## src/rtl/tcm_exec_ctrl_if.sv

```systemverilog
// Board/core-side signal bundle of the two-counter machine execution controller.
// The controller attaches through the slave modport, the board/core side through master.
interface tcm_exec_ctrl_if #(
  parameter int CNT_W = 16
);
  logic             clockButton;
  logic             run;
  logic             clear;
  logic             halt;
  logic [7:0]       pc;
  logic [7:0]       bp_addr;
  logic             bp_en;
  logic             core_en;
  logic [1:0]       state;
  logic [CNT_W-1:0] cycles;
  logic [1:0]       stop_cause;

  modport master (
    output clockButton, run, clear, halt, pc, bp_addr, bp_en,
    input  core_en, state, cycles, stop_cause
  );

  modport slave (
    input  clockButton, run, clear, halt, pc, bp_addr, bp_en,
    output core_en, state, cycles, stop_cause
  );
endinterface

```

## src/rtl/tcm_exec_ctrl.sv

```systemverilog
// Execution controller: free-run, debounced single-step, PC breakpoint, HALT stop.
// Optional run-length watchdog is built only when TCM_CTRL_WDOG_EN is defined.
module tcm_exec_ctrl #(
  parameter int DEBOUNCE_CYCLES = 16,
  parameter int MAX_RUN         = 1000,
  parameter int CNT_W           = 16
) (
  input logic             CLK,
  input logic             reset,
  tcm_exec_ctrl_if.slave  bus
);

  typedef enum logic [1:0] {
    IDLE    = 2'd0,
    RUN     = 2'd1,
    STEP    = 2'd2,
    STOPPED = 2'd3
  } state_t;

  localparam int DB_W = $clog2(DEBOUNCE_CYCLES + 1);

  function automatic logic [CNT_W-1:0] sat_inc(input logic [CNT_W-1:0] v);
    return (&v) ? v : v + CNT_W'(1);
  endfunction

  state_t           st;
  logic [1:0]       cause;
  logic [CNT_W-1:0] cycles;
  logic             bp_skip;
  logic             bp_hit;
  logic             wd_hit;
  logic             en;

  logic             btn_p0, btn_p1;
  logic             db_level;
  logic [DB_W-1:0]  db_cnt;
  logic             step_req;

  // Stage p0/p1: two-flop synchronizer, then a level must hold for DEBOUNCE_CYCLES samples
  always_ff @(posedge CLK or negedge reset) begin
    if (!reset) begin
      btn_p0   <= 1'b0;
      btn_p1   <= 1'b0;
      db_level <= 1'b0;
      db_cnt   <= '0;
      step_req <= 1'b0;
    end else begin
      btn_p0   <= bus.clockButton;
      btn_p1   <= btn_p0;
      step_req <= 1'b0;
      if (btn_p1 == db_level) begin
        db_cnt <= '0;
      end else if (db_cnt == DB_W'(DEBOUNCE_CYCLES - 1)) begin
        db_cnt   <= '0;
        db_level <= btn_p1;
        step_req <= btn_p1;
      end else begin
        db_cnt <= db_cnt + DB_W'(1);
      end
    end
  end

`ifdef TCM_CTRL_WDOG_EN
  localparam int RL_W = $clog2(MAX_RUN + 1);
  logic [RL_W-1:0] run_len;

  assign wd_hit = (run_len == RL_W'(MAX_RUN));

  // Re-armed on every IDLE cycle so each RUN episode starts its budget from zero
  always_ff @(posedge CLK or negedge reset) begin
    if (!reset) begin
      run_len <= '0;
    end else if (bus.clear || st == IDLE) begin
      run_len <= '0;
    end else if (st == RUN && en) begin
      run_len <= run_len + RL_W'(1);
    end
  end
`else
  logic unused_max_run;
  assign unused_max_run = (MAX_RUN == 0);
  assign wd_hit         = 1'b0;
`endif

  assign bp_hit = bus.bp_en & (bus.pc == bus.bp_addr) & ~bp_skip;

  always_comb begin
    en = 1'b0;
    case (st)
      RUN:     en = bus.run & ~bus.halt & ~bp_hit & ~wd_hit;
      STEP:    en = ~bus.halt;
      default: en = 1'b0;
    endcase
  end

  always_ff @(posedge CLK or negedge reset) begin
    if (!reset) begin
      st      <= IDLE;
      cause   <= 2'd0;
      cycles  <= '0;
      bp_skip <= 1'b0;
    end else begin
      if (bus.clear)  cycles <= '0;
      else if (en)    cycles <= sat_inc(cycles);

      case (st)
        IDLE: begin
          if (bus.clear) begin
            cause <= 2'd0;
          end else if (bus.halt) begin
            st    <= STOPPED;
            cause <= 2'd1;
          end else if (bus.run) begin
            st      <= RUN;
            bp_skip <= 1'b1;
          end else if (step_req) begin
            st <= STEP;
          end
        end
        RUN: begin
          // Skip only the entry cycle, so a resume from the breakpoint PC moves on
          bp_skip <= 1'b0;
          if (bus.clear) begin
            st    <= IDLE;
            cause <= 2'd0;
          end else if (bus.halt) begin
            st    <= STOPPED;
            cause <= 2'd1;
          end else if (bp_hit) begin
            st    <= STOPPED;
            cause <= 2'd2;
          end else if (wd_hit) begin
            st    <= STOPPED;
            cause <= 2'd3;
          end else if (!bus.run) begin
            st <= IDLE;
          end
        end
        STEP: begin
          if (bus.clear) begin
            st    <= IDLE;
            cause <= 2'd0;
          end else if (bus.halt) begin
            st    <= STOPPED;
            cause <= 2'd1;
          end else begin
            st <= IDLE;
          end
        end
        STOPPED: begin
          if (bus.clear) begin
            st    <= IDLE;
            cause <= 2'd0;
          end else if (cause == 2'd2 && step_req) begin
            st    <= STEP;
            cause <= 2'd0;
          end
        end
      endcase
    end
  end

  assign bus.core_en    = en;
  assign bus.state      = st;
  assign bus.cycles     = cycles;
  assign bus.stop_cause = cause;

endmodule

```

## src/flat_wrapper.sv

```systemverilog
// flat-port wrapper written by rule: the top's interface ports become plain ports
module tcm_exec_ctrl_flat 
#(
  parameter int DEBOUNCE_CYCLES = 16,
  parameter int MAX_RUN         = 1000,
  parameter int CNT_W           = 16
)
  (CLK, reset, bus_clockButton, bus_run, bus_clear, bus_halt, bus_pc, bus_bp_addr, bus_bp_en, bus_core_en, bus_state, bus_cycles, bus_stop_cause);
  tcm_exec_ctrl_if #(.CNT_W(CNT_W)) bus_i ();
  input logic CLK;
  input logic reset;
  input wire logic [$bits(bus_i.clockButton)-1:0] bus_clockButton;
  input wire logic [$bits(bus_i.run)-1:0] bus_run;
  input wire logic [$bits(bus_i.clear)-1:0] bus_clear;
  input wire logic [$bits(bus_i.halt)-1:0] bus_halt;
  input wire logic [$bits(bus_i.pc)-1:0] bus_pc;
  input wire logic [$bits(bus_i.bp_addr)-1:0] bus_bp_addr;
  input wire logic [$bits(bus_i.bp_en)-1:0] bus_bp_en;
  output wire logic [$bits(bus_i.core_en)-1:0] bus_core_en;
  output wire logic [$bits(bus_i.state)-1:0] bus_state;
  output wire logic [$bits(bus_i.cycles)-1:0] bus_cycles;
  output wire logic [$bits(bus_i.stop_cause)-1:0] bus_stop_cause;
  assign bus_i.clockButton = bus_clockButton;
  assign bus_i.run = bus_run;
  assign bus_i.clear = bus_clear;
  assign bus_i.halt = bus_halt;
  assign bus_i.pc = bus_pc;
  assign bus_i.bp_addr = bus_bp_addr;
  assign bus_i.bp_en = bus_bp_en;
  assign bus_core_en = bus_i.core_en;
  assign bus_state = bus_i.state;
  assign bus_cycles = bus_i.cycles;
  assign bus_stop_cause = bus_i.stop_cause;
  tcm_exec_ctrl #(.DEBOUNCE_CYCLES(DEBOUNCE_CYCLES), .MAX_RUN(MAX_RUN), .CNT_W(CNT_W)) u_core (.CLK(CLK), .reset(reset), .bus(bus_i));
endmodule
```

## config.mk

```make
export PLATFORM = sky130hd
export DESIGN_NAME = tcm_exec_ctrl_flat
export DESIGN_NICKNAME = d
export VERILOG_FILES = /design/src/rtl/tcm_exec_ctrl_if.sv /design/src/rtl/tcm_exec_ctrl.sv /design/src/flat_wrapper.sv
export SDC_FILE = /design/constraint.sdc
export NUM_CORES = 1
export LEC_CHECK = 0
export CAP_MARGIN = 20
export CELL_PAD_IN_SITES_DETAIL_PLACEMENT = 1
export CELL_PAD_IN_SITES_GLOBAL_PLACEMENT = 1
export CORE_MARGIN = 3
export CORE_UTILIZATION = 40
export DETAILED_ROUTE_END_ITERATION = 6
export HOLD_SLACK_MARGIN = 0.08
export PLACE_DENSITY_LB_ADDON = 0.1
export SYNTH_ARGS = -nofsm -noshare
export SYNTH_HDL_FRONTEND = slang
export SYNTH_SLANG_ARGS = --single-unit
```

## constraint.sdc

```tcl
create_clock -name CLK -period 3.6 [get_ports CLK]
set_clock_uncertainty 0.15 [all_clocks]
set_input_delay 0.54 -clock CLK [delete_from_list [all_inputs] [get_ports CLK]]
set_output_delay 0.54 -clock CLK [all_outputs]
set_load 0.01 [all_outputs]
```

==> results of run 1 <==
metrics by stage:
step,util,cell area [um^2],power (W),cells,hold slack (ps)
after global routing,0.5703,2396,0.001190,290,243.6
after floorplan,-,1827,0.0006847,193,94.41
after CTS,0.5703,2396,0.001125,290,220.8
after detailed placement,0.5476,2301,0.0008337,282,197.1
final,0.5703,2396,0.001112,290,213.8
after global placement,0.5476,2301,0.0008071,282,188.2
cell type report:
cell class	count	area (um^2)
clock buffer	6	82.58
clock inverter	2	12.51
fill	478	1805
inverter	8	30.03
multi-input combinational	148	1005
sequential	30	750.7
tap	50	62.56
timing repair buffer	46	452.9
worst max path at each step:
stage / from / to / depth (start not counted)
floorplan: bus_bp_addr[5] / bus_core_en / 5
global placement: bus_bp_addr[5] / bus_core_en / 7
detailed placement: bus_bp_addr[5] / bus_core_en / 7
CTS: bus_bp_addr[5] / bus_core_en / 7
global route: bus_bp_addr[5] / bus_core_en / 7
finish: bus_bp_addr[5] / bus_core_en / 7
critical path, stage by stage:
cell and delay [ps]:
sky130_fd_sc_hd__clkdlybuf4s50_1 420, sky130_fd_sc_hd__xor2_1 200, sky130_fd_sc_hd__nor4_4 380, sky130_fd_sc_hd__o22ai_4 160, sky130_fd_sc_hd__nor2_1 200, sky130_fd_sc_hd__inv_1 60
sky130_fd_sc_hd__clkdlybuf4s50_1 470
registers in the layout, indices dropped and copies added, names as in the netlist:
name	cells
u_core.btn_p0	1
u_core.bus.state	2
u_core.db_cnt	5
u_core.step_req	1
u_core.bp_skip	1
u_core.db_level	1
u_core.btn_p1	1
u_core.bus.cycles	16
u_core.bus.stop_cause	2
metal layers:
metal  wire length, um  GRT usage
met1              2084     0.2347
met2              2388     0.3327
met3               281    0.04788
met4                88    0.06640
met5                 0          0
power groups by stage:
stage | Combinational [W] | Sequential, W | Clock [W]
2_1_floorplan | 0.000280 | 0.000405 | 0
3_3_place_gp | 0.000407 | 0.000400 | 0
3_5_place_dp | 0.000429 | 0.000405 | 0
4_1_cts | 0.000431 | 0.000398 | 0.000296
5_1_grt | 0.000476 | 0.000404 | 0.000311
6_report | 0.000426 | 0.000397 | 0.000289
layout by cell type, fill, tap and decap left out, types with 2 or more instances in the layout:
cell	instances
sky130_fd_sc_hd__clkdlybuf4s50_1	43
sky130_fd_sc_hd__dfrtp_1	30
sky130_fd_sc_hd__nor2_1	20
sky130_fd_sc_hd__xor2_1	15
sky130_fd_sc_hd__a21oi_1	12
sky130_fd_sc_hd__nand3_1	11
sky130_fd_sc_hd__o21ai_0	11
sky130_fd_sc_hd__nand2_1	9
sky130_fd_sc_hd__inv_1	8
sky130_fd_sc_hd__nor3_1	8
sky130_fd_sc_hd__or3_1	6
sky130_fd_sc_hd__o21ai_1	6
sky130_fd_sc_hd__ha_1	6
sky130_fd_sc_hd__clkbuf_8	6
sky130_fd_sc_hd__nor2b_1	3
sky130_fd_sc_hd__buf_4	3
sky130_fd_sc_hd__nand2b_1	2
sky130_fd_sc_hd__and3_1	2
sky130_fd_sc_hd__nand4_1	2
sky130_fd_sc_hd__a31oi_1	2
sky130_fd_sc_hd__o2111ai_1	2
sky130_fd_sc_hd__mux2i_1	2
sky130_fd_sc_hd__o31ai_1	2
logic make-up (layout without fill, tap and decap cells):
group,count (synthesis),in the layout,share of synthesized area
adders and majority gates,6,6,0.04109
muxes,4,4,0.02329
xor gates and xnor gates,16,16,0.07672
buffers and inverters,15,62,0.03904
and+or+nand+nor,75,75,0.2349
DFF,30,30,0.4110
AOI/OAI and AO/OA,47,47,0.1740
==> impl_results.rst, run 1 <==
.. list-table::
   :header-rows: 1

   * - Metric
     - Value
   * - Run status
     - finished clean
   * - Reg-to-reg setup timing slack
     - 1170 ps
   * - Path class of the lowest-slack min-delay path
     - reg -> reg
   * - EDFF count, synth
     - 0
   * - Library cell occupying the most area in the post-synthesis netlist
     - sky130_fd_sc_hd__dfrtp_1
   * - Top-count cell post-synth
     - sky130_fd_sc_hd__dfrtp_1
   * - Per-cell via count in the routed design
     - around 5.6
   * - Post-synthesis instance area
     - around 1800 um^2
   * - Number of antenna violations at the first check in global routing
     - 0
   * - WHS Path Cells
     - 0
   * - Sequential-to-total area share from yosys stat
     - 0.4110
   * - Type of element launching the critical path
     - input port
   * - Detailed-route wire length per cell
     - 16.70 um
   * - Switching share of power
     - 0.3701
   * - Unique cell type count in the Yosys netlist
     - 49
   * - Proportion of layout cells with a drive suffix above 1
     - 0.09583
   * - Initial core utilization
     - 0.4348
   * - Resized cells post-CTS
     - 0
   * - Number of max-cap violations
     - 0
   * - Number of rows in the core area
     - 23
   * - Fin. Hold Viols
     - 0
   * - CTS Sinks
     - 30
   * - Reg2reg start
     - u_core.bus.state[1]
   * - Primary FF master, synth
     - sky130_fd_sc_hd__dfrtp_1
   * - CTS clock-pin slew for the worst setup and hold paths
     - 60 ps
   * - DRT antenna net count
     - 0
   * - Number of synthesized register bits
     - 30
   * - Worst Slack Setup Final
     - roughly 470 ps
   * - Number of global-route vias before repair
     - 1,776
   * - Destination of the worst register-to-register timing path
     - u_core.bus.cycles[7]
   * - Cell-internal power
     - between 0.0007 and 0.0008 W
   * - Die footprint
     - 5414 um^2
   * - Synth Instances
     - roughly 190
   * - Fin. max-slew vios
     - 0
   * - Number of buffers inserted by port buffering
     - 43
   * - Portion of the clock cycle consumed by the worst path in the final layout
     - 0.8705
   * - Min-delay src
     - u_core.btn_p0
   * - Relative area change from synthesis to final layout
     - 31.16%
   * - Count of pins on the block boundary
     - 44
   * - Critical path arrival
     - ~2400 ps
   * - Layout net count
     - 268
   * - Worst slew slack as a fraction of its limit
     - 0.5949
   * - Die height
     - 73.58 um
   * - FMAX
     - 319.1 MHz
   * - Leakage power total
     - roughly 1 nW
   * - DP Wirelength
     - 3611 um
   * - RSZ-0062 raised after global routing
     - false
   * - Count of vias placed by the detailed router
     - about 1,600
   * - Psw
     - 0.0004116 W
   * - DRC
     - 0
   * - Warning count from the yosys run
     - 0
   * - Commonest cells in the netlist
     - sky130_fd_sc_hd__dfrtp_1, sky130_fd_sc_hd__nor2_1, sky130_fd_sc_hd__xor2_1
   * - Largest buffer count on any clock path
     - 2
   * - TritonRoute pass-1 iters
     - 4
   * - Overall Global Routing Usage
     - 0.1937
   * - Post-Route WL
     - ~4800 um
   * - Gr ovfl total
     - 0
   * - Proportion of synthesized flip-flops having asynchronous set or reset
     - 1.000
   * - Post-synthesis net count
     - 222
   * - TritonCTS clock tree
     - done
   * - Insertion delay of the later-clocked pin in the worst-skew pair
     - ~290 ps
   * - Reg2reg path depth
     - 7
   * - Worst-Margin Slew
     - 605.7 ps
   * - Power Density
     - between 400 and 500 nW/um^2
   * - Clock root buffer master
     - sky130_fd_sc_hd__clkbuf_8
   * - TritonCTS Buffers
     - 5
   * - Diode insertion count for antenna repair
     - 0
   * - Share of power burned in combinational logic
     - 0.383
   * - First-pass GRT wire length
     - between 8000 and 9000 um
   * - Critical path endpoint category
     - primary output
   * - Required time of the critical path
     - 2910 ps
   * - Global placer's final weighted congestion
     - 0.8574
   * - Clock power frac
     - 0.260
   * - Number of buffers added for setup after CTS
     - 0
   * - Critical path type
     - in -> out
   * - Hold-fix buffers at CTS
     - 0
   * - Min Tclk post-route
     - 3134 ps
   * - Flop pwr share
     - 0.357
   * - Maximum vdd drop
     - roughly 0.00021 V
   * - CTS HTree Levels
     - 2
   * - Core ar.
     - 4202 um^2
   * - Dominant cells by area after synthesis
     - sky130_fd_sc_hd__dfrtp_1, sky130_fd_sc_hd__xor2_1, sky130_fd_sc_hd__ha_1
   * - Post-Synthesis Mean Instance Area
     - 9.465 um^2
   * - Die width
     - 73.58 um
   * - Maximum number of pins on one net before global-route repair
     - 31
   * - Final TNS setup
     - 0 ps
   * - Starting DRT DRC Count
     - 61
   * - Worst slack at placement
     - about 450 ps
   * - Final setup fails
     - 0
   * - Capture endpoint of the worst hold path
     - u_core.btn_p1
   * - Biggest fanout along the worst timing path
     - 7
   * - Post-synth top area share
     - 0.4110
(Power assumes the default switching activity.)
==> inputs of run 2 (changes only) <==
--- a/config.mk
+++ b/config.mk
@@ -6,13 +6,13 @@
 export NUM_CORES = 1
 export LEC_CHECK = 0
 export CAP_MARGIN = 20
-export CELL_PAD_IN_SITES_DETAIL_PLACEMENT = 1
-export CELL_PAD_IN_SITES_GLOBAL_PLACEMENT = 1
+export CORE_ASPECT_RATIO = 1.4
 export CORE_MARGIN = 3
-export CORE_UTILIZATION = 40
+export CORE_UTILIZATION = 48
+export CTS_CLUSTER_DIAMETER = 30
 export DETAILED_ROUTE_END_ITERATION = 6
 export HOLD_SLACK_MARGIN = 0.08
-export PLACE_DENSITY_LB_ADDON = 0.1
+export PLACE_DENSITY = 0.78
 export SYNTH_ARGS = -nofsm -noshare
 export SYNTH_HDL_FRONTEND = slang
 export SYNTH_SLANG_ARGS = --single-unit
==> run 2 against run 1 <==
Register-to-register slack improved by 30 ps. Combinational power decreased by 2%. Sequential cell count unchanged. Die area fell by 15%. Hold slack improved by 2.0 ps. Highest routed layer unchanged.
==> impl_results.rst, run 2 (same netlist as run 1, synthesis figures left out) <==
.. list-table::
   :header-rows: 1

   * - Metric
     - Value
   * - Leading registers by flop count
     - u_core.bus.cycles: 16 flops, u_core.db_cnt: 5 flops
   * - Flop pwr share
     - 0.364 (+0.007)
   * - Layout net count
     - 268 (unchanged)
   * - Hold WS
     - 215.7 ps (+1.959 ps)
   * - CTS clock-pin slew for the worst setup and hold paths
     - 60 ps (about the same)
   * - Proportion of layout cells with a drive suffix above 1
     - 0.09167 (-0.004167)
   * - Switching share of power
     - 0.3529 (-0.01720)
   * - Number of buffers added for setup after CTS
     - 0 (unchanged)
   * - Fin cells
     - 280 (-3.4%)
   * - Largest buffer count on any clock path
     - 2 (unchanged)
   * - Core ar.
     - 3503 um^2 (-17%)
   * - DP Wirelength
     - 2896 um (-20%)
   * - Inst Count DP
     - 272 (-3.5%)
   * - Gr ovfl total
     - 0 (unchanged)
   * - Core utilization of the finished layout
     - 0.6793 (+0.1090)
   * - Fin. max-slew vios
     - 0 (unchanged)
   * - Filler cells
     - 296 (-38%)
   * - DRT antenna net count
     - 0 (unchanged)
   * - Insertion delay of the later-clocked pin in the worst-skew pair
     - 270 ps (-20 ps)
   * - Hold-fix buffers at CTS
     - 0 (unchanged)
   * - Path class of the lowest-slack min-delay path
     - reg -> reg
   * - FMAX
     - 324.4 MHz (+1.7%)
   * - TritonCTS Buffers
     - 5 (unchanged)
   * - Final TNS setup
     - 0 ps (unchanged)
   * - Overall Global Routing Usage
     - 0.1853 (-0.008320)
   * - CTS Sinks
     - 30 (unchanged)
   * - Psw
     - 0.0003820 W (-7.2%)
   * - Initial core utilization
     - 0.5214 (+0.08665)
   * - Required time of the critical path
     - 2910 ps (about the same)
   * - Number of max-cap violations
     - 0 (unchanged)
   * - Most frequent standard cell in the layout excluding fill and tap cells
     - sky130_fd_sc_hd__clkdlybuf4s50_1
   * - Diode insertion count for antenna repair
     - 0 (unchanged)
   * - Cell-internal power
     - 0.0007004 W (about the same)
   * - DRC
     - 0 (unchanged)
   * - Total non-filler cell area in the finished layout
     - 2380 um^2 (-0.68%)
   * - Maximum vdd drop
     - 0.0004274 V (+110%)
   * - Maximum number of pins on one net before global-route repair
     - 31 (unchanged)
   * - Resized cells post-CTS
     - 0 (unchanged)
   * - Critical path type
     - in -> out
   * - Area after DPL
     - 2288 um^2 (-0.54%)
   * - Detailed-route wire length per cell
     - 14.07 um (-16%)
   * - Number of global-route vias before repair
     - 1,508 (-15%)
   * - Count of vias placed by the detailed router
     - 1,543 (-4.5%)
   * - Number of rows in the core area
     - 25 (+8.7%)
   * - Starting DRT DRC Count
     - 39 (-36%)
   * - Portion of the clock cycle consumed by the worst path in the final layout
     - 0.8563 (-0.01422)
   * - Commonest cells after routing, fill and taps aside
     - sky130_fd_sc_hd__clkdlybuf4s50_1, sky130_fd_sc_hd__dfrtp_1, sky130_fd_sc_hd__nor2_1
   * - RSZ-0062 raised after global routing
     - false
   * - Power Density
     - 454.8 nW/um^2 (-2.0%)
   * - Critical path arrival
     - 2390 ps (-50 ps)
   * - Flip-flop count of the largest register after layout
     - 16 (unchanged)
   * - Final setup fails
     - 0 (unchanged)
   * - Die footprint
     - 4593 um^2 (-15%)
   * - Count of pins on the block boundary
     - 44 (unchanged)
   * - First-pass GRT wire length
     - 6630 um (-19%)
   * - Clock root buffer master
     - sky130_fd_sc_hd__clkbuf_8
   * - Per-cell via count in the routed design
     - 5.511 (-1.0%)
   * - Min Tclk post-route
     - 3083 ps (-51.19 ps)
   * - Worst-Margin Slew
     - 645.1 ps (+39.37 ps)
   * - Critical path endpoint category
     - primary output
   * - Number of buffers inserted by port buffering
     - 43 (unchanged)
   * - Worst slew slack as a fraction of its limit
     - 0.5686 (-0.02633)
   * - Die height
     - 79.00 um (+7.4%)
   * - Clock power frac
     - 0.251 (-0.009)
   * - Global placer's final weighted congestion
     - 0.8753 (+2.1%)
   * - Run status
     - finished clean
   * - TritonCTS clock tree
     - done
   * - TritonRoute pass-1 iters
     - 5 (+1)
   * - Biggest fanout along the worst timing path
     - 7 (unchanged)
   * - Leakage power total
     - 0.9837 nW (+0.11%)
   * - Die width
     - 58.14 um (-21%)
   * - Share of power burned in combinational logic
     - 0.384 (about the same)
   * - Register bank with the most flops
     - u_core.bus.cycles
   * - Type of element launching the critical path
     - input port
   * - Fin. Hold Viols
     - 0 (unchanged)
   * - Post-Route WL
     - 3939 um (-19%)
   * - CTS HTree Levels
     - 2 (unchanged)
   * - Relative area change from synthesis to final layout
     - 30.27%
   * - Number of antenna violations at the first check in global routing
     - 0 (unchanged)
run 2: cell count changes in the layout (fill, tap and decap cells not counted):
cell / previous run / this run
sky130_fd_sc_hd__clkinvlp_4: 1 / 0
sky130_fd_sc_hd__clkbuf_1: 0 / 1
run 2: routing by layer:
layer,vias to the layer above,routed length (um),global-route usage
li1,776,-,-
met1,726,1718,0.2209
met2,39,1995,0.3213
met3,2,197,0.04878
met4,0,27,0.05568
met5,-,0,0
run 2: final cells by class:
type,instances,area (um^2),area share
Clock buffer,7,86.33,0.03628
Clock inverter,1,5.005,0.002103
Inverter,8,30.03,0.01262
Multi-Input combinational cell,148,1005,0.4222
Sequential cell,30,750.7,0.3155
Tap cell,40,50.05,0.02103
Timing Repair Buffer,46,452.9,0.1903
run 2: critical path: stages:
cell and delay (ps):
sky130_fd_sc_hd__clkdlybuf4s50_1 410, sky130_fd_sc_hd__xor2_1 190, sky130_fd_sc_hd__nor4_4 380, sky130_fd_sc_hd__o22ai_4 160
sky130_fd_sc_hd__nor2_1 180, sky130_fd_sc_hd__inv_1 50, sky130_fd_sc_hd__clkdlybuf4s50_1 470
run 2: stage by stage:
step	total power [W]	setup WS, ps
2_1_floorplan	0.0006847	1445
3_3_place_gp	0.0008084	510.2
3_5_place_dp	0.0008154	504.7
4_1_cts	0.001093	495.5
5_1_grt	0.001153	398.2
6_report	0.001082	517.4
run 2: path summary, 6_finish.rpt:
path / from / endpoint / cells past startpoint / slack (ps)
max: bus_bp_addr[5] / bus_core_en / 7 / 520
min: u_core.btn_p0 / u_core.btn_p1 / 0 / 220
max reg2reg: u_core.bus.state[1] / u_core.bus.cycles[7] / 7 / 1200
min reg2reg: u_core.btn_p0 / u_core.btn_p1 / 0 / 220
max in group asynchronous: reset / u_core.bus.cycles[15] / 2 / 2520
min in group asynchronous: reset / u_core.db_cnt[4] / 2 / 500
run 2: power groups by stage:
stage                     Combinational (W)  Clock, W  Sequential, W
after floorplan                    0.000280         0       0.000405
after detailed placement           0.000414         0       0.000401
after CTS                          0.000416  0.000282       0.000395
final                              0.000416  0.000272       0.000394
after global routing               0.000456  0.000298       0.000399
after global placement             0.000408         0       0.000400
